$ cat config.mk
export PLATFORM = sky130hd
export DESIGN_NAME = pipe_ctrl
export DESIGN_NICKNAME = d
export VERILOG_FILES = /design/src/rtl/pipe_ctrl.sv
export SDC_FILE = /design/constraint.sdc
export NUM_CORES = 1
export LEC_CHECK = 0
export ABC_CLOCK_PERIOD_IN_PS = 2300
export CORE_MARGIN = 4
export CORE_UTILIZATION = 35
export DETAILED_ROUTE_END_ITERATION = 10
export PLACE_DENSITY = 0.82
export SYNTH_ARGS = -nofsm -noshare
export SYNTH_HDL_FRONTEND = slang
export SYNTH_SLANG_ARGS = --single-unit
$ cat constraint.sdc
create_clock -name clk -period 2.3 [get_ports clk]
set_input_delay 0.345 -clock clk [delete_from_list [all_inputs] [get_ports clk]]
set_output_delay 0.345 -clock clk [all_outputs]
set_load 0.1 [all_outputs]
$ cat src/rtl/pipe_ctrl.sv
// Pipeline control for the 5-stage core: arbitrates jump/multi-cycle/hold
// requests and drives PC, IF/ID and ID/EX stall and flush controls.
module pipe_ctrl #(
   parameter int FLUSH_CYCLES = 2,
   parameter int CNT_W        = 6
) (
   input  logic             clk,
   input  logic             rst,
   input  logic             jump_en_i,
   input  logic [31:0]      jump_addr_i,
   input  logic             hold_ex_i,
   input  logic             hold_bus_i,
   input  logic             mc_start_i,
   input  logic [CNT_W-1:0] mc_cycles_i,
   output logic             jump_en_o,
   output logic [31:0]      jump_addr_o,
   output logic [2:0]       stall_o,
   output logic [1:0]       flush_o,
   output logic             mc_done_o,
   output logic             busy_o
);

   typedef enum logic [1:0] {
      RUN     = 2'd0,
      FLUSH   = 2'd1,
      MC_WAIT = 2'd2
   } state_t;

   localparam logic [CNT_W-1:0] CNT_ONE   = CNT_W'(1);
   localparam logic [CNT_W-1:0] CNT_ZERO  = CNT_W'(0);
   localparam logic [CNT_W-1:0] FLUSH_CNT = CNT_W'(FLUSH_CYCLES - 1);

   state_t           state_q, state_d;
   logic [CNT_W-1:0] cnt_q, cnt_d;
   logic             mc_done_q, mc_done_d;

   // State, shared countdown and the registered done pulse.
   always_ff @(posedge clk or posedge rst) begin
      if (rst) begin
         state_q   <= RUN;
         cnt_q     <= CNT_ZERO;
         mc_done_q <= 1'b0;
      end else begin
         state_q   <= state_d;
         cnt_q     <= cnt_d;
         mc_done_q <= mc_done_d;
      end
   end

   // Next-state decode and combinational control outputs.
   always_comb begin
      state_d     = state_q;
      cnt_d       = cnt_q;
      mc_done_d   = 1'b0;
      jump_en_o   = 1'b0;
      jump_addr_o = 32'h0000_0000;
      stall_o     = 3'b000;
      flush_o     = 2'b00;

      if (rst) begin
         state_d = RUN;
         cnt_d   = CNT_ZERO;
      end else begin
         case (state_q)
            RUN: begin
               // Fixed priority; a zero-length multi-cycle request falls through.
               if (jump_en_i) begin
                  jump_en_o   = 1'b1;
                  jump_addr_o = jump_addr_i;
                  flush_o     = 2'b11;
                  if (FLUSH_CYCLES > 1) begin
                     state_d = FLUSH;
                     cnt_d   = FLUSH_CNT;
                  end else begin
                     state_d = RUN;
                  end
               end else if (mc_start_i && (mc_cycles_i != CNT_ZERO)) begin
                  stall_o = 3'b111;
                  if (mc_cycles_i > CNT_ONE) begin
                     state_d = MC_WAIT;
                     cnt_d   = mc_cycles_i - CNT_ONE;
                  end else begin
                     mc_done_d = 1'b1;
                  end
               end else if (hold_ex_i) begin
                  stall_o = 3'b111;
               end else if (hold_bus_i) begin
                  stall_o = 3'b011;
                  flush_o = 2'b10;
               end else begin
                  state_d = RUN;
               end
            end
            FLUSH: begin
               flush_o = 2'b11;
               if (hold_bus_i) begin
                  stall_o = 3'b001;
               end else if (cnt_q <= CNT_ONE) begin
                  state_d = RUN;
                  cnt_d   = CNT_ZERO;
               end else begin
                  cnt_d = cnt_q - CNT_ONE;
               end
            end
            MC_WAIT: begin
               stall_o = 3'b111;
               if (cnt_q <= CNT_ONE) begin
                  state_d   = RUN;
                  cnt_d     = CNT_ZERO;
                  mc_done_d = 1'b1;
               end else begin
                  cnt_d = cnt_q - CNT_ONE;
               end
            end
            default: begin
               state_d = RUN;
               cnt_d   = CNT_ZERO;
            end
         endcase
      end
   end

   assign mc_done_o = mc_done_q;
   assign busy_o    = (state_q != RUN);

endmodule

# Word-level counts from Yosys, hierarchy flattened
# Cells that the tools add are included.
[op_classes] order_cmp=2 muxes=41 addsub=2 eq_ne=8 n_reduce_logical=6
[op_table] operator="two-way mux 32 bit" n=3
[op_table] operator="two-way mux 6 bit" n=6
[op_table] operator="two-way mux 2 bit" n=14
[op_table] operator="one-hot mux 6 bit (3 select lines)" n=1
[op_table] operator="!= test 5 bit (second input constant)" n=3
[op_table] operator="two-way mux 3 bit" n=4
[op_table] operator="subtractor 6 x 1 -> 6 bit (second input constant)" n=2
[op_table] operator="two-way mux 1 bit" n=9
[op_table] operator="one-hot mux 3 bit (3 select lines)" n=1
[op_table] operator="!= test 4 bit (second input constant)" n=2
[op_table] operator="> comparator 6 x 1 -> 1 bit (second input constant)" n=1
[op_table] operator="<= comparator 6 x 1 -> 1 bit (second input constant)" n=1
[op_table] operator="one-hot mux 2 bit (3 select lines)" n=1
[op_table] operator="nonzero test 6 bit" n=1
[op_table] operator="one-hot mux 2 bit (2 select lines)" n=1
[op_table] operator="AND reduction 4 bit" n=1
[op_table] operator="!= test 3 bit (second input constant)" n=1
[op_table] operator="AND reduction 3 bit" n=1
[op_table] operator="== test 2 x 1 -> 1 bit (second input constant)" n=1
[op_table] operator="== test 2 bit (second input constant)" n=1
[op_table] operator="logical NOT 2 bit" n=1
[op_table] operator="one-hot mux 1 bit (2 select lines)" n=1
[op_table] operator="nonzero test 2 bit" n=1
[op_table] operator="logical AND 1 bit" n=1
[word_totals] register_bits=9 in_bits=44 word_cells=62

# Logic depth before layout (Yosys ltp)
# Gate-level depths: netlist of the first run.
[depth] ltp_word=6 depth_mapped=7

# Worst setup path before layout of the first run
# OpenSTA, ideal clock, no wires.
[synth_path] kind="register -> output" from="register state_q[1]" to="output stall_o[0]" path_stages_with_launch=8 arrival_time_ps=3438 required_ps=1955 slack_ps=-1483 path_cell_list="dfrtp_1 > inv_1 > ha_1 > nand2b_1 > clkbuf_1 > a21boi_0 > o21bai_1 > nor3b_1"
[synth_via] elab_chain_len=3 word_cells_on_any_way=5
[synth_rtl] item="start: declaration" line="33" source="state_t state_q, state_d;"
[synth_rtl] item="start signal: assignment" line="44" source="state_q <= state_d;"
[synth_rtl] item="== test 2 bit (tied with other cells)" line="64" source="case (state_q)"
[synth_rtl] item="one-hot mux 3 bit (3 select lines) (*)" line="64"
[synth_rtl] item="two-way mux 3 bit (*)" line="60" source="if (rst) begin"
[synth_rtl] item="end: declaration" line="17" source="output logic [2:0] stall_o,"
# Mark *: on every way between the ends. The rest lies on a longest branch, timed or not.

# Final worst setup path of the first run
[layout_path] from="register state_q[0]" to="output jump_addr_o[16]"
[layout_via] elab_chain_len=3
[layout_rtl] item="logical NOT 2 bit" line="64"
[layout_rtl] item="two-way mux 32 bit" line="64"
[layout_rtl] item="two-way mux 32 bit" line="60"
[layout_rtl] item="end: declaration" line="16" source="output logic [31:0] jump_addr_o,"
# No other way between the ends.

==> results of run 1 <==
==> worst max-delay path: stages (launching register included) <==
cell and delay, ns:
dfrtp_1 0.43, inv_2 0.12, ha_4 0.19, and3_1 0.25, buf_4 0.25, and2_2 0.21, buf_12 0.18
==> layout make-up <==
| cell class | instances | area share |
|---|---|---|
| Inverter | 11 | 0.0150 |
| Clock buffer | 3 | 0.00818 |
| Timing Repair Buffer | 108 | 0.509 |
| Clock inverter | 1 | 0.00182 |
| Tap cell | 44 | 0.0200 |
| Sequential cell | 9 | 0.0823 |
| Multi-Input combinational cell | 119 | 0.364 |
==> final timing paths <==
path / from / end / slack, ns / cells after the start
max: state_q[0] / jump_addr_o[16] / 0.03 / 6
min: rst / cnt_q[0] / 0.48 / 3
max reg2reg: cnt_q[0] / cnt_q[4] / 0.27 / 7
min reg2reg: cnt_q[1] / cnt_q[1] / 0.56 / 1
max in group asynchronous: rst / state_q[1] / 1.69 / 3
min in group clk: cnt_q[1] / cnt_q[1] / 0.56 / 1
==> repair_timing <==
item / CTS / global route
cloned: 0 / 0
pin swaps: 6 / 4
hold buffers: 0 / 0
buffers inserted: 1 / 4
resized for setup: 15 / 8
setup endpoints to repair: 8 / 33
==> cells in the final DEF (no fill, tap or decap), types with 5 or more instances in the layout <==
cell type / count
dfrtp_1: 8
a21oi_1: 5
and2_4: 9
and2_2: 20
nand2_1: 5
inv_1: 7
ha_1: 7
buf_4: 27
o21ai_0: 7
buf_12: 38
clkdlybuf4s50_1: 36
nor2_1: 8
==> cells by family (layout without fill, tap and decap cells) <==
family	Yosys count	count (layout)	synth area share
adder cells (fa/ha/maj)	9	9	0.0987
AND/OR/NAND/NOR	67	67	0.363
flip-flops	9	9	0.197
XOR/XNOR	4	4	0.0307
multiplexers	1	1	0.00877
AO/OA/AOI/OAI	38	38	0.245
buffers and inverters	17	123	0.0570
==> registers in the layout, indices dropped and copies added, names as in the netlist <==
name       count
mc_done_o      1
state_q        2
cnt_q          6
==> power by group through the flow <==
stage	Sequential [mW]	Combinational, mW	Clock [mW]
2_1_floorplan	0.215	0.761	0
3_3_place_gp	0.214	1.16	0
3_5_place_dp	0.218	1.20	0
4_1_cts	0.216	1.23	0.129
5_1_grt	0.220	1.31	0.141
6_report	0.219	1.28	0.131
==> layer usage <==
metal	GRT usage	routed length, µm	up-vias
li1	-	-	726
met1	0.299	2050	779
met2	0.535	3550	100
met3	0.0325	352	23
met4	0.0959	184	0
met5	0	0	-
==> per-stage QoR <==
step | cells | setup WS (ns) | total power, mW | hold WS (ns) | util
global placement | 286 | -0.168 | 1.37 | 0.519 | 0.850
global route | 295 | -0.0223 | 1.67 | 0.465 | 0.894
detailed placement | 286 | -0.269 | 1.41 | 0.537 | 0.850
finish | 295 | 0.0319 | 1.62 | 0.479 | 0.894
floorplan | 145 | -0.0943 | 0.976 | 0.203 | -
CTS | 291 | 0.00682 | 1.57 | 0.415 | 0.879
==> impl_metrics.toml, run 1 <==
[outcome]
status = "finished clean"

[synthesis]
yosysTopAreaCell = "dfrtp_1"
synth_nets = 198
ys.flop_type = "dfrtp_1"
synth_common_cells = "and2_1 (32), inv_1 (11), dfrtp_1 (9), ha_1 (9), nor2_1 (9)"
yosysTopAreaCellShare = 0.197
ys_warn_count = 0
ys_seq_area_frac = 0.197
synth-edff-count = 0
synth_cell_types = 38
ys_ff_latch = 9
synth_cells = 145
yosysMostFrequentCell = "and2_1"
synth-async-reset-ratio = 1.00
syn_avg_cell_area_um2 = 7.87
synth_area_leaders = "dfrtp_1 (20%), and2_1 (18%), ha_1 (9.9%)"
synthesis.area_mm2 = 0.00114

[worst_setup_path]
crit_required_ns = 1.96
arrival_ns = 1.92
endpoint_kind = "primary output"
crit_path_start_kind = "register"
cp_max_fo = 24
worstSetupPathType = "register to primary output"

[sta]
hold_violations = 0
max_freq_mhz = 441
tns_ns = 0
fin_crit_ns = 2.27
fin_skew_ns = 0.00371
setup_viol = 0
maxSlewHeadroom = 0.683
worst_pin_slew_ns = 0.475
final.period_utilization = 0.986
slew_viol_final = 0

[clock_network]
cts_buffers = 3
clock_path_buffers = 2
cts_tree = "done"
clk_pin_slew_ns = 0.07
cts_sinks = 9
htree_levels = 1
root_buffer = "clkbuf_4"
worstSkewPairLatency_ns = 0.27

[floorplan]
io_pins = 84
dieArea_mm2 = 0.00424
core_area_mm2 = 0.00308
die_w_um = 65.1
row_count = 20
die_h_um = 65.1
start_util = 0.371

[placement]
port_buffers = 83
gp_congestion = 0.962
place_hpwl_um = 4470
placed_area_mm2 = 0.00262

[route]
via_per_inst = 5.52
post_drt_wl_per_cell_um = 20.8
drc_errors = 0
drtIter0Drc = 127
ant_nets = 0
dr_total_vias = 1628
first_pass_iters = 4
wl_um = 6140

[power_and_ir_drop]
p_seq_frac = 0.135
power.density_mw_per_mm2 = 590
p_clk_frac = 0.081
ir_worst_vdd_mv = 0.461
p_leak_nw = 1.23
switching_share = 0.541
power_switching_mw = 0.878
p_int_mw = 0.746
pwr-share-comb = 0.785

[global_routing]
antenna_found_initial = 0
grt_pass1_vias = 1732
grt_start_max_net_pins = 25
grt_use_total = 0.273
grt_pass1_wl_um = 8830
grt_overflow = 0

[finish]
post-route-cell-area_mm2 = 0.00275
n_antenna_cell = 0
fillers = 129
syn2layout_area_growth_pct = 141
nNetsFinal = 305
layout-drive-gt1-share = 0.486
seq_area_um2 = 226
multi_input_area_mm2 = 0.00100

[min_path]
hp-class = "primary input to asynchronous set/reset pin"

[run]
maxCapViolCount = 0
Power figures use the tool's default switching activity.
==> inputs of run 2 (changes only) <==
- CORE_MARGIN: 4 -> unset
==> run 2 against run 1 <==
  * The run now ends with setup timing left
  * Via count is 2.9% higher
  * Power is 1.8% higher
  * Sequential share of layout area about the same
==> impl_metrics.toml, run 2 (synthesis gave the netlist of run 1 again) <==
[worst_setup_path]
crit_path_start_kind = "register"
worstSetupPathType = "register to primary output"
crit_required_ns = 1.96
reg2reg_slack_ns = 0.28
arrival_ns = 1.96
startpoint = "state_q[1]"
cp_max_fo = 5
r2r_cells = 5
r2r-start = "cnt_q[4]"
endpoint_kind = "primary output"
endpoint = "stall_o[0]"
r2r-end = "state_q[1]"

[sta]
setup_viol = 1
rsz0062_at_grt = "true"
fin_crit_ns = 2.31
max_freq_mhz = 433
final.period_utilization = 1.00
fin_skew_ns = 0.00866
slew_viol_final = 0
timing.final.ws_setup_ns = -0.00782
worst_pin_slew_ns = 0.540
maxSlewHeadroom = 0.637
hold_violations = 0

[route]
ant_nets = 0
via_per_inst = 5.72
wl_um = 6330
post_drt_wl_per_cell_um = 21.6
first_pass_iters = 5
drtIter0Drc = 155
drc_errors = 0
dr_total_vias = 1675

[clock_network]
worstSkewPairLatency_ns = 0.27
htree_levels = 1
holdBufCountCts = 0
cts_tree = "done"
cts_buffers = 3
cts_sinks = 9
root_buffer = "clkbuf_4"
clk_pin_slew_ns = 0.08
clock_path_buffers = 2

[outcome]
status = "complete, but fails checks"
violations = "setup timing"

[placement]
pre_cts_slack_ns = -0.274
gp_congestion = 0.889
place_hpwl_um = 4220
port_buffers = 83

[global_routing]
grt_pass1_wl_um = 9200
antenna_found_initial = 0
grt_overflow = 0
grt_use_total = 0.361
grt_start_max_net_pins = 34
grt_pass1_vias = 1827

[power_and_ir_drop]
power.total_mw = 1.65
ir_worst_vdd_mv = 0.440
power.density_mw_per_mm2 = 601
p_leak_nw = 1.22

[min_path]
hp-class = "primary input to asynchronous set/reset pin"

[floorplan]
core_area_mm2 = 0.00308
die_w_um = 59.1
io_pins = 84
dieArea_mm2 = 0.00349
start_util = 0.371
row_count = 20
die_h_um = 59.1

[finish]
final_common_cell = "buf_12"
finish.utilization = 0.893
syn2layout_area_growth_pct = 141
largest_register_ffs = 6
layout-drive-gt1-share = 0.478
final_cell_mix = "buf_12 (38), clkdlybuf4s50_1 (37), buf_4 (24)"
nNetsFinal = 303
n_antenna_cell = 0
top_register = "cnt_q"

[run]
maxCapViolCount = 0
==> run 2: cell count changes in the layout (fill, tap and decap cells not counted) <==
cell / previous run / this run
and3_2: 0 / 1
dfrtp_2: 1 / 0
and3_1: 1 / 0
clkinv_2: 1 / 0
dlygate4sd2_1: 3 / 2
clkdlybuf4s50_1: 36 / 37
nor2_2: 1 / 0
clkbuf_1: 0 / 1
nor2_4: 0 / 1
buf_8: 0 / 1
dfrtp_1: 8 / 9
buf_4: 27 / 24
==> run 2: through the flow <==
stage / hold WS, ns / cells / setup TNS (ns) / cell area [µm²]
after floorplan: 0.203 / 145 / -0.108 / 1240
after global placement: 0.523 / 286 / -0.997 / 2620
after detailed placement: 0.534 / 286 / -2.03 / 2620
after CTS: 0.429 / 291 / -0.00679 / 2700
after global routing: 0.527 / 293 / -0.0694 / 2750
final: 0.540 / 293 / -0.00782 / 2750
==> run 2: final cells by class <==
type                       count  area [µm²]
tap                           44        55.1
fill                         125         328
clock buffer                   4        26.3
inverter                      11        41.3
timing repair buffer         106        1390
sequential                     9         225
multi-input combinational    119        1010
==> run 2: worst min path at each step <==
stage	from	end	slack (ns)	cells past startpoint
finish	rst	cnt_q[4]	0.54	3
global route	rst	mc_done_o	0.53	3
CTS	rst	state_q[0]	0.43	3
detailed placement	cnt_q[1]	cnt_q[1]	0.53	1
global placement	cnt_q[1]	cnt_q[1]	0.52	1
floorplan	rst	cnt_q[0]	0.20	1
==> run 2: timing repair <==
action                     in CTS  in global routing
setup endpoints to repair      36                 36
pin swaps                       3                  3
gates resized for setup        13                 12
buffers inserted                1                  2
==> run 2: power breakdown <==
group	internal (mW)	leakage, nW	switching (mW)	total [mW]
sequential	0.184	0.121	0.0338	0.218
clock	0.0672	0.0150	0.0691	0.136
combinational	0.502	1.09	0.798	1.30
==> run 2: worst max-delay path, cell delays in order, from the launching register on <==
cell and delay (ns):
dfrtp_1 0.42, inv_2 0.12, ha_4 0.19, nand2b_4 0.08
a21boi_0 0.16, o21bai_1 0.25, nor3b_4 0.26, buf_12 0.20
==> run 2: routing by layer <==
layer,share of wire,vias up,global-route usage
met1,0.33,763,0.402
met2,0.53,142,0.670
met4,0.061,0,0.170
met3,0.081,54,0.0502
met5,0,-,0
li1,-,716,-
==> inputs of run 3 (changes only) <==
- REMOVE_ABC_BUFFERS: unset -> 1
- SKIP_LAST_GASP: unset -> 1
- TNS_END_PERCENT: unset -> 100
==> run 3 against run 2 <==
  * The run still ends with setup timing left
  * Clock-buffer cell count is the same
  * First-iteration DRC count fell by 39%
  * Register-to-register slack improved by 0.02 ns
  * Hold slack worse by 0.13 ns
  * Clock skew decreased by 0.0051 ns
  * Non-clock buffer count increased by 3
  * Critical path type is now primary input to primary output
  * Largest cell class unchanged
==> impl_metrics.toml, run 3 (synthesis gave the netlist of run 1 again) <==
[route]
wl_um = 5540
drc_errors = 0
dr_total_vias = 1596
via_per_inst = 5.39
ant_nets = 0
post_drt_wl_per_cell_um = 18.7
drtIter0Drc = 94
first_pass_iters = 4

[finish]
n_antenna_cell = 0
final_cell_mix = "buf_12 (39), clkdlybuf4s50_1 (37), and2_1 (32)"
layoutNonFillerInstCount = 296
final_common_cell = "buf_12"
syn2layout_area_growth_pct = 134
nNetsFinal = 306
post-route-cell-area_mm2 = 0.00267
finish.utilization = 0.868
layout-drive-gt1-share = 0.345
top_register = "cnt_q"
fillers = 159
largest_register_ffs = 6

[placement]
dp.cells = 289
placed_area_mm2 = 0.00256
place_hpwl_um = 4210
gp_congestion = 0.843
port_buffers = 83

[floorplan]
die_w_um = 59.1
die_h_um = 59.1
core_area_mm2 = 0.00308
io_pins = 84
start_util = 0.371
row_count = 20
dieArea_mm2 = 0.00349

[sta]
max_freq_mhz = 429
hold_violations = 0
fin_skew_ns = 0.00359
final.period_utilization = 1.01
slew_viol_final = 0
maxSlewHeadroom = 0.673
fin_crit_ns = 2.33
setup_viol = 2
rsz0062_at_grt = "true"
tns_ns = -0.0468
worst_pin_slew_ns = 0.486
timing.final.ws_setup_ns = -0.0336

[worst_setup_path]
crit_required_ns = 1.96
path_cells = "clkdlybuf4s50_1 > nand2b_1 > a21boi_1 > o21bai_4 > nor3b_2 > buf_4 > buf_12"
arrival_ns = 1.99
endpoint_kind = "primary output"
cp_max_fo = 4
reg2reg_slack_ns = 0.30
worstSetupPathType = "primary input to primary output"
slowest_stage = "clkdlybuf4s50_1"
crit_path_start_kind = "primary input"
cp_slowest_stage_delay_ns = 0.56

[clock_network]
htree_levels = 1
clock_path_buffers = 2
cts_tree = "done"
clk_pin_slew_ns = 0.07
cts_buffers = 3
cts_sinks = 9
worstSkewPairLatency_ns = 0.26
root_buffer = "clkbuf_4"
holdBufCountCts = 0

[global_routing]
grt_pass1_wl_um = 8080
grt_pass1_vias = 1574
grt_use_total = 0.314
grt_overflow = 0
antenna_found_initial = 0
grt_start_max_net_pins = 26

[outcome]
violations = "setup timing"
status = "complete, but fails checks"

[power_and_ir_drop]
ir_worst_vdd_mv = 0.364
p_leak_nw = 1.17
power.total_mw = 1.61
power.density_mw_per_mm2 = 602

[min_path]
hp-class = "primary input to asynchronous set/reset pin"

[run]
maxCapViolCount = 0
-- run 3: cell types whose count changed in the layout (fill, tap and decap cells not counted), moves of 2 or more --
cell	delta
or3_4	-2
a21oi_2	+2
dlymetal6s2s_1	-4
dlygate4sd2_1	+4
or3_1	+2
and2_2	-20
a21oi_4	-2
and2_1	+29
and2_4	-9
buf_4	+3
-- run 3: path summary, 6_finish.rpt --
kind | from | to | cells after the start
setup / recovery | jump_en_i | stall_o[0] | 7
hold / removal | rst | state_q[1] | 3
setup reg to reg | cnt_q[0] | cnt_q[2] | 7
hold reg to reg | cnt_q[1] | cnt_q[1] | 1
max in group asynchronous | rst | cnt_q[3] | 3
min in group clk | cnt_q[1] | cnt_q[1] | 1
-- run 3: stage by stage --
step / setup slack [ns] / hold WS, ns
6_report: -0.0336 / 0.413
5_1_grt: -0.0943 / 0.431
4_1_cts: 0.00143 / 0.412
3_5_place_dp: -0.368 / 0.554
3_3_place_gp: -0.192 / 0.529
2_1_floorplan: -1.43 / 0.203
-- run 3: report_power, final --
part	switching [mW]	internal, mW
Sequential	0.0340	0.184
Combinational	0.770	0.489
Clock	0.0636	0.0670
-- run 3: routing by layer --
metal	track usage	wire [µm]
met1	0.318	1870
met3	0.0633	433
met4	0.122	312
met5	0	0
met2	0.620	2920
-- run 3: final cells by class --
| type | instances | area, µm² | share of cell area |
|---|---|---|---|
| timing repair buffer | 109 | 1410 | 0.526 |
| multi-input combinational | 119 | 916 | 0.343 |
| sequential | 9 | 226 | 0.0848 |
| tap | 44 | 55.1 | 0.0206 |
| inverter | 11 | 41.3 | 0.0155 |
| clock buffer | 4 | 26.3 | 0.00984 |
-- run 3: timing repair --
item	4_1_cts	5_1_grt
endpoints found under the setup margin	28	6
gates resized for setup	18	4
pin swaps	3	1
buffers inserted	1	2
-- run 3: worst max-delay path, delay by kind of cell --
kind / cells / cell delay (ns)
buf+inv: 3 / 0.88
simple gates: 2 / 0.41
compound gates: 2 / 0.35
